$ cat config.mk
export PLATFORM = sky130hd
export DESIGN_NAME = ram_dump_reader
export DESIGN_NICKNAME = d
export VERILOG_FILES = /design/src/rtl/proc_io_pkg.sv /design/src/rtl/dump_idx_counter.sv /design/src/rtl/ram_dump_reader.sv
export SDC_FILE = /design/constraint.sdc
export NUM_CORES = 1
export LEC_CHECK = 0
export CELL_PAD_IN_SITES_DETAIL_PLACEMENT = 1
export CELL_PAD_IN_SITES_GLOBAL_PLACEMENT = 1
export CORE_ASPECT_RATIO = 1.2
export CORE_MARGIN = 1.5
export CORE_UTILIZATION = 37
export CTS_CLUSTER_DIAMETER = 150
export DETAILED_ROUTE_END_ITERATION = 16
export PLACE_DENSITY_LB_ADDON = 0.2
export SYNTH_ARGS = -nofsm -noshare
export SYNTH_HDL_FRONTEND = slang
export SYNTH_SLANG_ARGS = --single-unit
$ cat constraint.sdc
create_clock -name clk -period 2.7 [get_ports clk]
set_clock_uncertainty 0.2 [all_clocks]
set_input_delay 0.27 -clock clk [delete_from_list [all_inputs] [get_ports clk]]
set_output_delay 0.27 -clock clk [all_outputs]
set_load 0.1 [all_outputs]
$ cat src/rtl/proc_io_pkg.sv
// Shared types and constants for the processor I/O helpers (data-RAM dump reader).
// Optional checksum support in ram_dump_reader is enabled with RAM_DUMP_CHECKSUM_EN.
package proc_io_pkg;

  localparam int RAM_DEPTH = 102;
  localparam int RAM_IDX_W = 12;
  localparam int WORD_W    = 32;

  typedef enum logic [2:0] {
    IDLE  = 3'd0,
    REQ   = 3'd1,
    FETCH = 3'd2,
    SEND  = 3'd3,
    DONE  = 3'd4
  } dump_state_t;

  // Word index to byte address on the data-RAM bus (bits [13:2] carry the index).
  function automatic logic [31:0] word_to_byte_addr(input logic [RAM_IDX_W-1:0] idx);
    return {{(30-RAM_IDX_W){1'b0}}, idx, 2'b00};
  endfunction

endpackage

$ cat src/rtl/dump_idx_counter.sv
// Modulo-DEPTH word index plus remaining-word counter for the RAM dump reader.
module dump_idx_counter
  import proc_io_pkg::*;
#(
  parameter int DEPTH = RAM_DEPTH,
  parameter int IDX_W = RAM_IDX_W
) (
  input  logic             clk,
  input  logic             rst,
  input  logic             i_load,
  input  logic [IDX_W-1:0] i_load_idx,
  input  logic [IDX_W-1:0] i_load_cnt,
  input  logic             i_step,
  output logic [IDX_W-1:0] o_idx,
  output logic             o_last
);

  localparam logic [IDX_W-1:0] LP_DEPTH = IDX_W'(DEPTH);
  localparam logic [IDX_W-1:0] LP_MAX   = IDX_W'(DEPTH - 1);

  logic [IDX_W-1:0] r_idx;
  logic [IDX_W-1:0] r_cnt;

  // Load folds an out-of-range start index into the RAM; step wraps at DEPTH-1.
  always_ff @(posedge clk or posedge rst) begin
    if (rst) begin
      r_idx <= '0;
      r_cnt <= '0;
    end else if (i_load) begin
      r_idx <= i_load_idx % LP_DEPTH;
      r_cnt <= i_load_cnt;
    end else if (i_step) begin
      r_idx <= (r_idx == LP_MAX) ? '0 : r_idx + IDX_W'(1);
      r_cnt <= r_cnt - IDX_W'(1);
    end
  end

  assign o_idx  = r_idx;
  assign o_last = (r_cnt == IDX_W'(1));

endmodule

$ cat src/rtl/ram_dump_reader.sv
// Bus initiator streaming a window of the data RAM to a valid/ready sink.
// Define RAM_DUMP_CHECKSUM_EN to add a modulo-2^32 checksum of the streamed words.
module ram_dump_reader
  import proc_io_pkg::*;
#(
  parameter int DEPTH  = RAM_DEPTH,
  parameter int IDX_W  = RAM_IDX_W,
  parameter int DATA_W = WORD_W
) (
  input  logic              clk,
  input  logic              rst,
  input  logic              start,
  input  logic [IDX_W-1:0]  start_idx,
  input  logic [IDX_W-1:0]  num_words,
  output logic              bus_req,
  input  logic              bus_gnt,
  output logic [31:0]       mem_a,
  input  logic [DATA_W-1:0] mem_rd,
  output logic [DATA_W-1:0] out_data,
  output logic              out_valid,
  input  logic              out_ready,
  output logic              out_last,
  output logic              busy,
  output logic              done
`ifdef RAM_DUMP_CHECKSUM_EN
  ,
  output logic [DATA_W-1:0] checksum,
  output logic              checksum_valid
`endif
);

  dump_state_t       r_state;
  dump_state_t       w_next;
  logic              w_load;
  logic              w_step;
  logic              w_capture;
  logic              w_last;
  logic [IDX_W-1:0]  w_idx;
  logic [DATA_W-1:0] r_out_data;
  logic              r_out_valid;
  logic              r_out_last;

  dump_idx_counter #(
    .DEPTH (DEPTH),
    .IDX_W (IDX_W)
  ) u_idx_counter (
    .clk        (clk),
    .rst        (rst),
    .i_load     (w_load),
    .i_load_idx (start_idx),
    .i_load_cnt (num_words),
    .i_step     (w_step),
    .o_idx      (w_idx),
    .o_last     (w_last)
  );

  // State register.
  always_ff @(posedge clk or posedge rst) begin
    if (rst) begin
      r_state <= IDLE;
    end else begin
      r_state <= w_next;
    end
  end

  // Next-state logic and the load/step/capture strobes for the datapath.
  always_comb begin
    w_next    = r_state;
    w_load    = 1'b0;
    w_step    = 1'b0;
    w_capture = 1'b0;
    case (r_state)
      IDLE: begin
        if (start) begin
          w_load = 1'b1;
          w_next = (num_words == '0) ? DONE : REQ;
        end else begin
          w_next = IDLE;
        end
      end
      REQ: begin
        if (bus_gnt) begin
          w_next = FETCH;
        end else begin
          w_next = REQ;
        end
      end
      FETCH: begin
        if (bus_gnt) begin
          w_capture = 1'b1;
          w_next    = SEND;
        end else begin
          w_next = REQ;
        end
      end
      SEND: begin
        if (out_ready) begin
          w_step = 1'b1;
          if (w_last) begin
            w_next = DONE;
          end else if (bus_gnt) begin
            w_next = FETCH;
          end else begin
            w_next = REQ;
          end
        end else begin
          w_next = SEND;
        end
      end
      DONE:    w_next = IDLE;
      default: w_next = IDLE;
    endcase
  end

  // Output word register: loaded from the RAM in FETCH, released on the sink handshake.
  always_ff @(posedge clk or posedge rst) begin
    if (rst) begin
      r_out_data  <= '0;
      r_out_valid <= 1'b0;
      r_out_last  <= 1'b0;
    end else if (w_capture) begin
      r_out_data  <= mem_rd;
      r_out_valid <= 1'b1;
      r_out_last  <= w_last;
    end else if (w_step) begin
      r_out_valid <= 1'b0;
      r_out_last  <= 1'b0;
    end
  end

  assign out_data  = r_out_data;
  assign out_valid = r_out_valid;
  assign out_last  = r_out_last;
  assign bus_req   = (r_state == REQ) || (r_state == FETCH) || (r_state == SEND);
  assign busy      = (r_state != IDLE);
  assign done      = (r_state == DONE);
  assign mem_a     = (r_state == FETCH) ? word_to_byte_addr(RAM_IDX_W'(w_idx)) : 32'h0000_0000;

`ifdef RAM_DUMP_CHECKSUM_EN
  logic [DATA_W-1:0] r_checksum;

  // Running sum of handshaken words; held after DONE until the next accepted start.
  always_ff @(posedge clk or posedge rst) begin
    if (rst) begin
      r_checksum <= '0;
    end else if (w_load) begin
      r_checksum <= '0;
    end else if (w_step) begin
      r_checksum <= r_checksum + r_out_data;
    end
  end

  assign checksum       = r_checksum;
  assign checksum_valid = (r_state == DONE);
`endif

endmodule

==> flow_results.org <==
** STA
- Setup repair after global routing could not meet its margin everywhere.
- Final critical-path setup slack :: -1.49 ns
- The number of pins with negative max-slew slack in the final report was 0.
- At the pin with the least slew margin, the transition time is 0.558 ns.
- The smallest clock period supported by the final layout is computed as 4.19 ns.
- Headroom to the max-slew limit came out at 0.628.
- # setup viols final :: 9
- Maximum clock frequency :: 238 MHz
- The number of endpoints with negative hold slack in the final report was 0.
- Final period utilization :: 1.55

** Status
- Violated checks :: setup timing
- Run status :: finished, violations left

** Drt
- Wirelength, routed :: 19.4 mm
- Vias after detailed routing :: 5374
- Before antenna repair, the detailed router went through 4 iterations.
- 1st-iter DRT viols :: 195
- DRT antenna net count :: 0
- Count of unresolved DRC violations after routing :: 0
- Detail-routed via count per cell :: 5.60
- In the final routed layout, each cell accounts on average for 20.2 um.

** Global routing
- Across every metal layer, demand over resource in global routing totals 0.265.
- The initial antenna violation count is 0.
- Via count of the first global-routing pass :: 5813
- Global-route wire length before repair :: 29.2 mm
- Summed over all layers, the global routing overflow is 0.
- Largest net degree at the start of global routing :: 37

** Critical path
- STA classifies the critical path startpoint as an input port.
- For the worst setup path, the data required time is 2.76 ns.
- CP max stage delay :: 0.52 ns
- Critical Path Most Common Cell :: sky130_fd_sc_hd__buf_6
- The largest individual stage delay along the critical path comes from the cell sky130_fd_sc_hd__or4_1.
- Kind of critical path :: in2reg
- CP Data Arrival Time :: 4.26 ns
- STA classifies the critical path endpoint as a flip-flop.
- Of all nets on the critical path, the largest fanout is 5.
- Walking the worst path, the cells encountered are buf_6 -> buf_6 -> o211a_4 -> a21boi_4 -> buf_4 -> or3_1 -> o2111ai_2 -> buf_4 -> o311ai_4 -> buf_6 -> xor2_4 -> buf_12 -> a2111oi_4 -> a2111oi_4 -> a22oi_4 -> a21oi_4 -> xor2_2 -> ha_2 -> or4_1 -> nand3_1.

** Yosys
- The mapped netlist covers 4890 um2.
- The cell count after synthesis came out at 552.
- Synth area leaders :: sky130_fd_sc_hd__dfrtp_1, sky130_fd_sc_hd__mux2_2, sky130_fd_sc_hd__buf_4
- Dominant synthesized flop cell :: sky130_fd_sc_hd__dfrtp_1
- Yosys mapped the design onto 78 distinct sky130hd cell types.
- The synthesized design spends more area on one cell type than any other, namely sky130_fd_sc_hd__dfrtp_1.
- In this run, synthesis produced a sequential element count of 61.
- The share of synthesized area in the top cell type comes to 0.312.
- For this run, the number of Yosys warnings is 0.
- Asr flop ratio synth :: 1.00
- The share of the Yosys chip area taken by registers is 0.312.
- The synthesized design contains 0 enable-type register cells.
- Mean post-synth cell area :: 8.86 um2

** Layout
- Filler instances :: 1464
- Reg area :: 1530 um2
- Nets@finish :: 856
- Area added between synthesis and finish :: 62.5%
- Share of final-layout standard cells stronger than drive strength 1 :: 0.430
- Antenna diodes :: 0
- Final cell count without fillers :: 959
- Area taken by multi-input logic gates :: 3500 um2

** Clock tree
- H-tree depth reported by CTS :: 3
- Counting the buffers created by CTS gives 9.
- Clock-pin slew reported for the worst setup and hold paths after clock tree synthesis :: 0.05 ns
- At the later pin of the worst-skew pair, clock insertion delay measures 0.34 ns.
- Library cell used as clock root buffer :: sky130_fd_sc_hd__clkbuf_16
- The clock net in this run drives a total of 61 sinks.
- CTS tree :: done
- Clock Path Buffers :: 2

** Power and ir drop
- Switching component of the power :: 4.78 mW
- Largest vdd supply drop :: 1.10 mV
- Pint :: 3.97 mW
- Fraction of power consumed by combinational cells :: 0.669
- Of the total power, the share spent switching nets is 0.546.
- Power, Total :: 8.75 mW
- Cell area power density :: 1100 nW/um2
- Leak Pwr :: 3.36 nW
- The share of total power dissipated in sequential elements is 0.198.
- Of the total power, the clock network draws 0.133.

** Floorplan
- Placement Rows :: 45
- I/O Pins :: 130
- Full die area :: 13900 um2
- Initial Utilization :: 0.383
- Chip Width :: 108 um
- The floorplan step defined a core boundary enclosing 12800 um2.
- The die is 129 um tall.

** Flow run
- Maxcap violations :: 0

** Placed design
- DP Wirelength :: 13.6 mm
- PortBufs :: 109
- Total placed cells including tap cells :: 922
- Gp weighted congestion :: 0.884

** Hold path
- Hold/Removal Path Class :: reg2reg
## placed cells by master, fill, tap and decap left out, types with 9 or more instances in the layout
master	instances
sky130_fd_sc_hd__clkdlybuf4s50_1	53
sky130_fd_sc_hd__nand2_1	39
sky130_fd_sc_hd__nand3_1	18
sky130_fd_sc_hd__conb_1	20
sky130_fd_sc_hd__buf_6	9
sky130_fd_sc_hd__nand2b_1	9
sky130_fd_sc_hd__inv_1	14
sky130_fd_sc_hd__buf_12	16
sky130_fd_sc_hd__o211ai_1	9
sky130_fd_sc_hd__a21oi_1	29
sky130_fd_sc_hd__nor2_1	31
sky130_fd_sc_hd__dfrtp_1	61
sky130_fd_sc_hd__nor3_1	13
sky130_fd_sc_hd__and2_1	16
sky130_fd_sc_hd__xnor2_1	9
sky130_fd_sc_hd__buf_4	179
sky130_fd_sc_hd__o21ai_0	27
sky130_fd_sc_hd__clkbuf_16	9
sky130_fd_sc_hd__mux2_2	32
## cells by family after synthesis
kind of cell,Yosys count,share of synthesized area
AND/OR/NAND/NOR,190,0.202
AO/OA/AOI/OAI,163,0.261
buffers and inverters,71,0.0762
flip-flops,61,0.312
multiplexers,41,0.0931
XOR/XNOR,18,0.0384
adder cells (fa/ha/maj),7,0.0169
other,1,0.000767
## flip-flops by register name, indices dropped and copies added (netlist names)
register	count
out_data	32
out_valid	1
u_idx_counter.r_cnt	12
u_idx_counter.o_idx	12
out_last	1
r_state	3
## through the flow
| step | setup TNS (ns) | cell area [um2] | utilization | setup WS [ns] | hold slack (ns) |
|---|---|---|---|---|---|
| 5_1_grt | -13.91 | 7950 | 0.622 | -1.63 | 0.321 |
| 6_report | -12.61 | 7950 | 0.622 | -1.49 | 0.305 |
| 2_1_floorplan | -12.61 | 5070 | - | -1.55 | 0.186 |
| 3_5_place_dp | -20.83 | 7100 | 0.555 | -2.42 | 0.286 |
| 3_3_place_gp | -19.48 | 7100 | 0.555 | -2.29 | 0.269 |
| 4_1_cts | -13.87 | 7610 | 0.596 | -1.62 | 0.305 |
## worst paths after layout
| check | startpoint | end | slack (ns) | cells after the start |
|---|---|---|---|---|
| min | out_valid | out_valid | 0.31 | 1 |
| max in group asynchronous | rst | u_idx_counter.o_idx[5] | 1.08 | 4 |
| max | start_idx[9] | u_idx_counter.o_idx[3] | -1.49 | 20 |
| min in group asynchronous | rst | out_data[21] | 0.51 | 3 |
| max reg2reg | u_idx_counter.r_cnt[6] | r_state[1] | 0.11 | 7 |
| min reg2reg | out_valid | out_valid | 0.31 | 1 |
## cell type report
cell class                      instances  area share
Sequential cell                        61       0.192
Clock buffer                           11      0.0305
Timing Repair Buffer                  264       0.297
Multi-Input combinational cell        439       0.441
Clock inverter                          5     0.00740
Inverter                               15     0.00708
Tap cell                              164      0.0258
## power groups by stage
| stage | sequential [mW] | clock, mW | combinational, mW |
|---|---|---|---|
| after global routing | 1.79 | 1.22 | 6.12 |
| after floorplan | 3.43 | 0 | 2.15 |
| after detailed placement | 1.71 | 0 | 5.50 |
| after CTS | 1.72 | 1.17 | 5.67 |
| final | 1.73 | 1.16 | 5.85 |
| after global placement | 1.66 | 0 | 5.35 |
## metal layers
layer,global-route usage,vias to the layer above,share of wire
met1,0.277,2698,0.38
met2,0.522,160,0.56
met4,0.106,0,0.026
li1,-,2473,-
met5,0,-,0
met3,0.0385,43,0.036
## cells in the mapped netlist (5+ instances only)
library cell               count
sky130_fd_sc_hd__inv_1        15
sky130_fd_sc_hd__a211oi_1      6
sky130_fd_sc_hd__nor3_1       22
sky130_fd_sc_hd__a21oi_2       6
sky130_fd_sc_hd__xnor2_1       9
sky130_fd_sc_hd__nor2b_1       5
sky130_fd_sc_hd__nand3_1      19
sky130_fd_sc_hd__a21oi_1      33
sky130_fd_sc_hd__nand2b_1     10
sky130_fd_sc_hd__dfrtp_1      61
sky130_fd_sc_hd__nand4_1       5
sky130_fd_sc_hd__clkbuf_1     21
sky130_fd_sc_hd__mux2i_1       8
sky130_fd_sc_hd__nor2_1       33
sky130_fd_sc_hd__ha_1          5
sky130_fd_sc_hd__nand2_1      41
sky130_fd_sc_hd__o21ai_0      27
sky130_fd_sc_hd__and2_1       17
sky130_fd_sc_hd__xor2_1        5
sky130_fd_sc_hd__and3_1        7
sky130_fd_sc_hd__o21ai_1       7
sky130_fd_sc_hd__buf_4        25
sky130_fd_sc_hd__buf_2        10
sky130_fd_sc_hd__o31ai_1       6
sky130_fd_sc_hd__mux2_2       32
sky130_fd_sc_hd__nor4_1        8
sky130_fd_sc_hd__o211ai_1      9
sky130_fd_sc_hd__a211o_1       7
## what timing repair did
item                                   CTS  global route
setup endpoints to repair               11            11
setup buffers                            6            18
pin swaps                               12            32
endpoints found under the hold margin    5             0
hold buffers                             1             0
gates resized for setup                 41            69
## critical path, delay by kind of cell
family	cells	cell delay [ns]
adder cells (fa/ha/maj)	1	0.21
buffers and inverters	6	0.87
AND/OR/NAND/NOR	3	0.99
XOR/XNOR	2	0.34
AO/OA/AOI/OAI	8	1.56
Note: power is estimated with default switching activity, not from simulation.
